`config.mk`:
```
export PLATFORM = sky130hd
export DESIGN_NAME = ram_arbiter
export DESIGN_NICKNAME = d
export VERILOG_FILES = /design/src/rtl/ram_arbiter.sv
export SDC_FILE = /design/constraint.sdc
export NUM_CORES = 1
export LEC_CHECK = 0
export ABC_AREA = 1
export CAP_MARGIN = 20
export CORE_AREA = 2 2 53 105
export DETAILED_ROUTE_END_ITERATION = 10
export DIE_AREA = 0 0 55 107
export DONT_BUFFER_PORTS = 1
export GPL_TIMING_DRIVEN = 0
export PLACE_DENSITY = 0.7
export SETUP_SLACK_MARGIN = 0.5
export SYNTH_ARGS = -nofsm -noshare
export SYNTH_HDL_FRONTEND = slang
export SYNTH_SLANG_ARGS = --single-unit
```
`constraint.sdc`:
```
create_clock -name clk -period 1.4 [get_ports clk]
set_input_delay 0.28 -clock clk [delete_from_list [all_inputs] [get_ports clk]]
set_output_delay 0.28 -clock clk [all_outputs]
set_load 0.03 [all_outputs]
```
`src/rtl/ram_arbiter.sv`:
```
// Two-requester round-robin arbiter in front of a single-port RAM.
// Each transaction occupies the RAM for HOLD cycles, then reports completion with a done pulse.
module ram_arbiter #(
  parameter int unsigned ADDR_W = 6,
  parameter int unsigned HOLD   = 2
) (
  input  logic              clk,
  input  logic              rst,
  input  logic              req0,
  input  logic              req1,
  input  logic              we0,
  input  logic              we1,
  input  logic [ADDR_W-1:0] addr0,
  input  logic [ADDR_W-1:0] addr1,
  input  logic [15:0]       wdata0,
  input  logic [15:0]       wdata1,
  output logic              gnt0,
  output logic              gnt1,
  output logic              done0,
  output logic              done1,
  output logic [15:0]       rdata,
  output logic [ADDR_W-1:0] ram_addr,
  output logic [15:0]       ram_d,
  output logic              ram_r,
  output logic              ram_w,
  input  logic [15:0]       ram_o
);

  typedef enum logic [1:0] {
    StIdle,
    StAccess,
    StDone
  } state_e;

  // Counter runs HOLD-1 down to 0; 0 marks the last ACCESS cycle.
  localparam logic [3:0] CntLoad = 4'(HOLD - 1);

  state_e              r_state;
  state_e              w_state_next;
  logic                r_sel;
  logic                r_ptr;
  logic [3:0]          r_cnt;
  logic                r_we;
  logic [ADDR_W-1:0]   r_addr;
  logic [15:0]         r_wdata;
  logic [15:0]         r_rdata;

  logic                w_start;
  logic                w_pick;
  logic                w_last;
  logic                w_access;
  logic                w_first;

  assign w_start  = req0 | req1;
  // A lone requester wins outright; the pointer only breaks ties.
  assign w_pick   = (req0 && req1) ? r_ptr : req1;
  assign w_last   = (r_cnt == 4'd0);
  assign w_access = (r_state == StAccess);
  assign w_first  = w_access && (r_cnt == CntLoad);

  always_comb begin
    w_state_next = r_state;
    case (r_state)
      StIdle:   if (w_start) w_state_next = StAccess;
      StAccess: if (w_last) w_state_next = StDone;
      StDone:   w_state_next = StIdle;
      default:  w_state_next = StIdle;
    endcase
  end

  always_comb begin
    gnt0     = w_first && !r_sel;
    gnt1     = w_first && r_sel;
    done0    = (r_state == StDone) && !r_sel;
    done1    = (r_state == StDone) && r_sel;
    ram_w    = w_access && r_we;
    ram_r    = w_access && !r_we;
    ram_addr = r_addr;
    ram_d    = r_wdata;
    rdata    = r_rdata;
  end

  always_ff @(posedge clk or posedge rst) begin
    if (rst) begin
      r_state <= StIdle;
      r_sel   <= 1'b0;
      r_ptr   <= 1'b0;
      r_cnt   <= 4'd0;
      r_we    <= 1'b0;
      r_addr  <= '0;
      r_wdata <= 16'h0000;
      r_rdata <= 16'h0000;
    end else begin
      r_state <= w_state_next;
      case (r_state)
        StIdle: begin
          if (w_start) begin
            r_sel   <= w_pick;
            r_cnt   <= CntLoad;
            r_we    <= w_pick ? we1 : we0;
            r_addr  <= w_pick ? addr1 : addr0;
            r_wdata <= w_pick ? wdata1 : wdata0;
          end
        end
        StAccess: begin
          if (w_last) begin
            if (!r_we) r_rdata <= ram_o;
          end else begin
            r_cnt <= r_cnt - 4'd1;
          end
        end
        StDone: r_ptr <= ~r_sel;
        default: ;
      endcase
    end
  end

endmodule

```
==> results of run 1 <==
how the worst max path moves through the flow:
stage / from / to / slack [ns]
CTS: r_cnt[3]$_DFFE_PP0P_ / gnt1 / -0.33
floorplan: r_cnt[1]$_DFFE_PP0P_ / gnt1 / 0.03
finish: r_cnt[2]$_DFFE_PP0P_ / gnt1 / -0.34
global placement: r_cnt[0]$_DFFE_PP0P_ / rdata[9]$_DFFE_PP0P_ / -0.11
detailed placement: r_cnt[0]$_DFFE_PP0P_ / rdata[6]$_DFFE_PP0P_ / -0.13
global route: r_cnt[2]$_DFFE_PP0P_ / gnt1 / -0.40
worst max-delay path, stage by stage, from the launching register on:
cell	delay, ns
dfrtp_1	0.42
nor2_2	0.15
inv_2	0.07
nor4_4	0.52
state kept, by name (all words and copies together), names as in the netlist:
register,cells
ram_d,16
r_we,1
rdata,16
r_state,2
r_cnt,4
r_sel,1
ram_addr,6
r_ptr,1
cell families after synthesis:
group,Yosys count
adders and majority gates,2
AOI/OAI and AO/OA,53
DFF,47
buffers and inverters,49
and+or+nand+nor,125
metrics by stage:
step	setup TNS, ns	worst slack (ns)	instance area, µm²	hold WS (ns)	std cells
floorplan	0	0.0254	2430	0.303	276
global placement	-1.12	-0.109	2500	0.410	334
detailed placement	-1.21	-0.128	2500	0.414	334
CTS	-1.07	-0.327	3100	0.0861	369
global route	-5.56	-0.401	3220	0.0929	375
finish	-2.94	-0.338	3220	0.102	375
metal layers:
layer	GRT usage [%]	part of all wire (%)
met1	20.6	32
met3	4.74	6.0
met4	7.84	2.0
met5	0	0
met2	44.1	60
power by group:
part | switching (mW) | total (mW) | internal [mW]
clock | 0.458 | 0.982 | 0.524
sequential | 1.66 | 3.81 | 2.15
combinational | 2.39 | 4.53 | 2.14
total | 4.51 | 9.32 | 4.82
timing repair:
| action | in CTS | in global routing |
|---|---|---|
| pin swaps | 17 | 6 |
| setup endpoints to repair | 91 | 91 |
| cloned | 5 | 0 |
| buffers inserted | 23 | 4 |
| hold buffers | 0 | 1 |
| endpoints found under the hold margin | 0 | 6 |
| gates resized for setup | 98 | 17 |
layout by cell type (no fill, tap or decap), types with 2 or more instances in the layout:
cell type | Yosys | final
clkbuf_8 | 0 | 5
nand3_1 | 17 | 16
inv_1 | 35 | 26
inv_4 | 0 | 2
nor4_4 | 0 | 2
nand2_1 | 89 | 69
nand2_2 | 1 | 17
buf_16 | 0 | 3
a21oi_2 | 0 | 25
buf_12 | 0 | 2
nand2_4 | 2 | 5
nor2_1 | 10 | 4
nor2_4 | 0 | 5
dfrtp_1 | 47 | 7
ha_4 | 0 | 2
buf_8 | 0 | 4
inv_2 | 0 | 6
o21ai_1 | 0 | 25
buf_6 | 1 | 22
o21ai_2 | 1 | 2
nor2_2 | 1 | 2
buf_4 | 2 | 12
nand4_1 | 2 | 2
dfrtp_2 | 0 | 40
clkbuf_4 | 0 | 2
final cells by class:
cell class	count	share of cell area, %
clock inverters	1	0.933
inverters	36	4.62
multi-input cells	180	34.7
plain buffers	13	4.47
clock buffers	6	2.25
repair buffers	34	12.6
well taps	58	2.25
flip-flops and latches	47	38.1
cells in the mapped netlist:
master | number | area, µm²
nand2_1 | 89 | 334
dfrtp_1 | 47 | 1180
inv_1 | 35 | 131
o21ai_0 | 27 | 135
a21oi_1 | 25 | 125
nand3_1 | 17 | 85.1
nor2_1 | 10 | 37.5
buf_2 | 7 | 35.0
clkbuf_1 | 3 | 11.3
buf_4 | 2 | 15.0
ha_1 | 2 | 25.0
nand2_4 | 2 | 22.5
nand4_1 | 2 | 12.5
nor4_1 | 2 | 12.5
buf_6 | 1 | 11.3
clkinv_1 | 1 | 3.75
nand2_2 | 1 | 6.26
nor2_2 | 1 | 6.26
nor2_8 | 1 | 20.0
o21ai_2 | 1 | 8.76
==> run summary, run 1 <==
Status - complete, but fails checks
Failing checks - setup timing
Iter 0 DRT Violations - 76
Routed len/inst - 17.2 µm
GRT Residual Overflow - 0
Min-delay src - addr1[3]
TritonCTS Buffers - 5
Area delta synth->final - 45.4%
Max cap viols - 0
Least-Margin Pin Slew - 0.511 ns
Post-Syn Instances - 276
Peak Freq - 0.575 GHz
Router iterations before antenna repair - 4
R2R depth - 9
Arrival time at the worst endpoint - 1.46 ns
Chip width - 55 µm
Initial antenna violation count - 0
Final Cycle Share - 124%
Multiplexer share of the synthesized area - 0%
Syn Nets - 344
Skew final - 0.00716 ns
Slew headroom - 65.7%
First-pass GRT wire length - 9670 µm
Final nets - 385
Main combinational cell family by area after synthesis - simple AND/OR/NAND/NOR gates
Worst hold path type - primary input to flop
Root Driver - clkbuf_8
Sequential area share after synthesis - 53.1%
Critical Path Sink Type - output pin
Clk sinks - 47
DRC Markers - 0
VDD IR max - 0.00184 V
Reg area - 1230 µm²
Period minus WS final - 1.74 ns
Yosys cell types - 20
Post-DP HPWL - 4040 µm
H-tree Lvls - 2
Via/cell ratio - 5.30
Crit-path max FO - 3
Final worst slack - -0.338 ns
Post-Synth XOR/XNOR Area - 0%
RePlAce Congestion - 0.852
Synthesized flop and latch total - 47
Setup Crit Path Kind - flop to output pin
Setup slack, reg-to-reg - -0.09 ns
Die Y-Extent - 107 µm
Final hold viol count - 0
Critical Path Source Type - flop
Cell count of the worst hold path - 2
Die ar. - 5890 µm²
Worst path required time - 1.12 ns
Core Footprint - 5090 µm²
RSZ-0062 raised after global routing - true
Max-slew violations - 0
Synth Warn # - 0
Area taken by multi-input logic gates - 1120 µm²
Antenna viol nets, final - 0
Compound-Gate Fraction of Synth Area - 12.1%
WHS Endpoint - ram_addr[3]$_DFFE_PP0P_
Synth Area in Adders - 1.13%
Cell Pwr Density - 2900 nW/µm²
Clk Latency, worst-skew pair - 0.30 ns
Input/output buffers - 0
All-Layer GR Usage - 22.6%
Avg Cell Area, Syn - 8.02 µm²
CTS tree - done
RR Startpoint - r_state[0]$_DFFE_PP0P_
Vias in the first global route - 2,163
Worst-path clk slew - 0.09 ns
Number of setup violations in the final report - 46
Number of diodes - 0
Final Power - 9.32 mW
Share of cells above drive strength 1 - 52.4%
Core Util, Final - 63.2%
Std-Cell Rows - 37
Vias - 1,989
# fillers - 445
LEAKAGE - 1.54 nW
Post-Syn Area - 2210 µm²
Post-synthesis simple-gate area fraction - 24.2%
I/O pin total - 110
Reg2reg end - ram_d[2]$_DFFE_PP0P_
Largest net degree at the start of global routing - 48
Initial Utilization - 43.5%
Drt total wl - 6450 µm
CTS Buffer Depth - 2
No activity file was read; power rests on OpenSTA's default activity.
==> run 2, diff against run 1 <==
--- a/config.mk
+++ b/config.mk
@@ -8,6 +8,7 @@
 export ABC_AREA = 1
 export CAP_MARGIN = 20
 export CORE_AREA = 2 2 53 105
+export CTS_BUF_LIST = sky130_fd_sc_hd__clkbuf_16
 export DETAILED_ROUTE_END_ITERATION = 10
 export DIE_AREA = 0 0 55 107
 export DONT_BUFFER_PORTS = 1
==> run 2 against run 1 <==
  * The flow still finishes with violations (setup timing)
  * Sequential power is 2% higher
  * Clock skew is 0.0026 ns higher
  * Sequential share of layout area shrank 2.2 points
  * Non-clock buffer count rose by 4
  * Wire length up 2.6%
  * Global-route usage is essentially flat
  * Die area unchanged
  * Combinational power grew 4%
  * Clock power up 34%
  * Via count grew 2.9%
  * Core utilization up 3.9 points
  * Largest power group unchanged
==> run summary, run 2 (same netlist as run 1, synthesis figures left out) <==
CTS tree - done (unchanged)
CTS Buffer Depth - 2 (unchanged)
Clk sinks - 47 (unchanged)
Die ar. - 5890 µm² (unchanged)
TritonCTS Buffers - 5 (unchanged)
Worst hold path type - primary input to flop (unchanged)
Routed len/inst - 17.4 µm (was 17.2 µm)
Final Power - 9.90 mW (was 9.32 mW)
# fillers - 417 (was 445)
All-Layer GR Usage - 22.5% (was 22.6%)
Final worst slack - -0.343 ns (was -0.338 ns)
Antenna viol nets, final - 0 (unchanged)
Failing checks - setup timing (unchanged)
Share of cells above drive strength 1 - 57.1% (was 52.4%)
Cell Pwr Density - 2900 nW/µm² (about the same)
Worst path required time - 1.12 ns (about the same)
Router iterations before antenna repair - 4 (unchanged)
Final nets - 390 (was 385)
Placed Cells - 334 (unchanged)
Core Footprint - 5090 µm² (unchanged)
Finished Layout Cells - 380 (was 375)
Chip width - 55 µm (unchanged)
Initial Utilization - 43.5% (unchanged)
Status - complete, but fails checks (unchanged)
H-tree Lvls - 2 (unchanged)
Input/output buffers - 0 (unchanged)
Clk Latency, worst-skew pair - 0.29 ns (was 0.30 ns)
Min Hold Slack - 0.110 ns (was 0.102 ns)
Pre-CTS WS - -0.128 ns (unchanged)
Arrival time at the worst endpoint - 1.46 ns (about the same)
Area taken by multi-input logic gates - 1210 µm² (was 1120 µm²)
LEAKAGE - 1.61 nW (was 1.54 nW)
First-pass GRT wire length - 9560 µm (was 9670 µm)
Core Util, Final - 67.1% (was 63.2%)
Post-DP HPWL - 4040 µm (unchanged)
Initial antenna violation count - 0 (unchanged)
GRT Residual Overflow - 0 (unchanged)
Reg area - 1230 µm² (about the same)
Peak Freq - 0.574 GHz (was 0.575 GHz)
Commonest non-fill, non-tap cells in the layout - nand2_1 (61), dfrtp_2 (41), inv_1 (27) (was nand2_1 (69), dfrtp_2 (40), inv_1 (26))
Area delta synth->final - 54.2% (was 45.4%)
Iter 0 DRT Violations - 67 (was 76)
Final Cycle Share - 124% (about the same)
Worst path max stage delay - 0.53 ns (was 0.52 ns)
Vias - 2,046 (was 1,989)
Critical Path Sink Type - output pin (unchanged)
Commonest non-fill, non-tap cell in the layout - nand2_1 (unchanged)
DRC Markers - 0 (unchanged)
Largest net degree at the start of global routing - 48 (unchanged)
Max cap viols - 0 (unchanged)
Setup Crit Path Kind - flop to output pin (unchanged)
RePlAce Congestion - 0.852 (unchanged)
Max-slew violations - 0 (unchanged)
Root Driver - clkbuf_16 (was clkbuf_8)
I/O pin total - 110 (unchanged)
Least-Margin Pin Slew - 0.550 ns (was 0.511 ns)
Slew headroom - 63.1% (was 65.7%)
Skew final - 0.00976 ns (was 0.00716 ns)
TNS Setup - -2.50 ns (was -2.94 ns)
Dpl cell area - 2500 µm² (unchanged)
Period minus WS final - 1.74 ns (about the same)
Slowest stage cell, crit path - nor4_4 (unchanged)
Crit-path max FO - 3 (unchanged)
Die Y-Extent - 107 µm (unchanged)
Std-Cell Rows - 37 (unchanged)
Worst path cell trace - nor2_2, inv_2, nor4_4 (unchanged)
RSZ-0062 raised after global routing - true (unchanged)
Vias in the first global route - 2,093 (was 2,163)
Number of setup violations in the final report - 32 (was 46)
Final hold viol count - 0 (unchanged)
Drt total wl - 6620 µm (was 6450 µm)
Via/cell ratio - 5.38 (was 5.30)
Worst-path clk slew - 0.06 ns (was 0.09 ns)
Number of diodes - 0 (unchanged)
Post-route cell area - 3420 µm² (was 3220 µm²)
VDD IR max - 0.00184 V (about the same)
Critical Path Source Type - flop (unchanged)
## run 2: cell count changes in the layout (fill, tap and decap cells not counted), sizes merged
| cell | before | now |
|---|---|---|
| buf | 43 | 44 |
| clkbuf | 9 | 10 |
| o21ai | 28 | 29 |
| dlygate4sd3 | 1 | 2 |
| inv | 34 | 35 |
## run 2: path summary, 6_finish.rpt
kind | slack (ns) | endpoint | startpoint | cells after the start
min in group asynchronous | 0.35 | r_cnt[1]$_DFFE_PP0P_ | rst | 2
max reg2reg | -0.10 | rdata[5]$_DFFE_PP0P_ | r_state[1]$_DFFE_PP0P_ | 9
min reg2reg | 0.52 | r_ptr$_DFFE_PP0N_ | r_ptr$_DFFE_PP0N_ | 2
max in group asynchronous | 0.68 | rdata[7]$_DFFE_PP0P_ | rst | 3
max | -0.34 | gnt0 | r_cnt[3]$_DFFE_PP0P_ | 3
min | 0.11 | rdata[15]$_DFFE_PP0P_ | ram_o[15] | 2
## run 2: repair_timing
item                                    in CTS  in global routing
resized for setup                          101                 40
hold endpoints to repair                     0                  6
endpoints found under the setup margin      91                 91
gates cloned                                 5                  1
hold buffers                                 0                  2
setup buffers                               20                 10
pin swaps                                   16                 14
## run 2: cell type report
class | instances | area share, %
clock inverters | 2 | 0.989
clock buffers | 5 | 3.66
well taps | 58 | 2.12
multi-input cells | 181 | 35.6
plain buffers | 13 | 4.32
inverters | 36 | 4.36
flip-flops and latches | 47 | 35.9
repair buffers | 38 | 13.0
## run 2: where the power goes
| group | leakage, nW | total [mW] | internal [mW] | switching, mW |
|---|---|---|---|---|
| Sequential | 0.527 | 3.87 | 2.16 | 1.71 |
| Combinational | 1.00 | 4.71 | 2.23 | 2.49 |
| Clock | 0.0811 | 1.32 | 0.826 | 0.497 |
| Total | 1.61 | 9.90 | 5.21 | 4.69 |
## run 2: worst max-delay path: cells and delay by family (launching register included)
kind / cells / cell delay (ns)
flip-flops: 1 / 0.40
AND/OR/NAND/NOR: 2 / 0.69
buffers and inverters: 1 / 0.08
## run 2: routing by layer
layer | global-route usage [%] | wire, µm | up-vias
li1 | - | - | 957
met5 | 0 | 0 | -
met1 | 21.2 | 2130 | 993
met4 | 8.19 | 131 | 0
met3 | 6.27 | 413 | 11
met2 | 42.4 | 3950 | 85
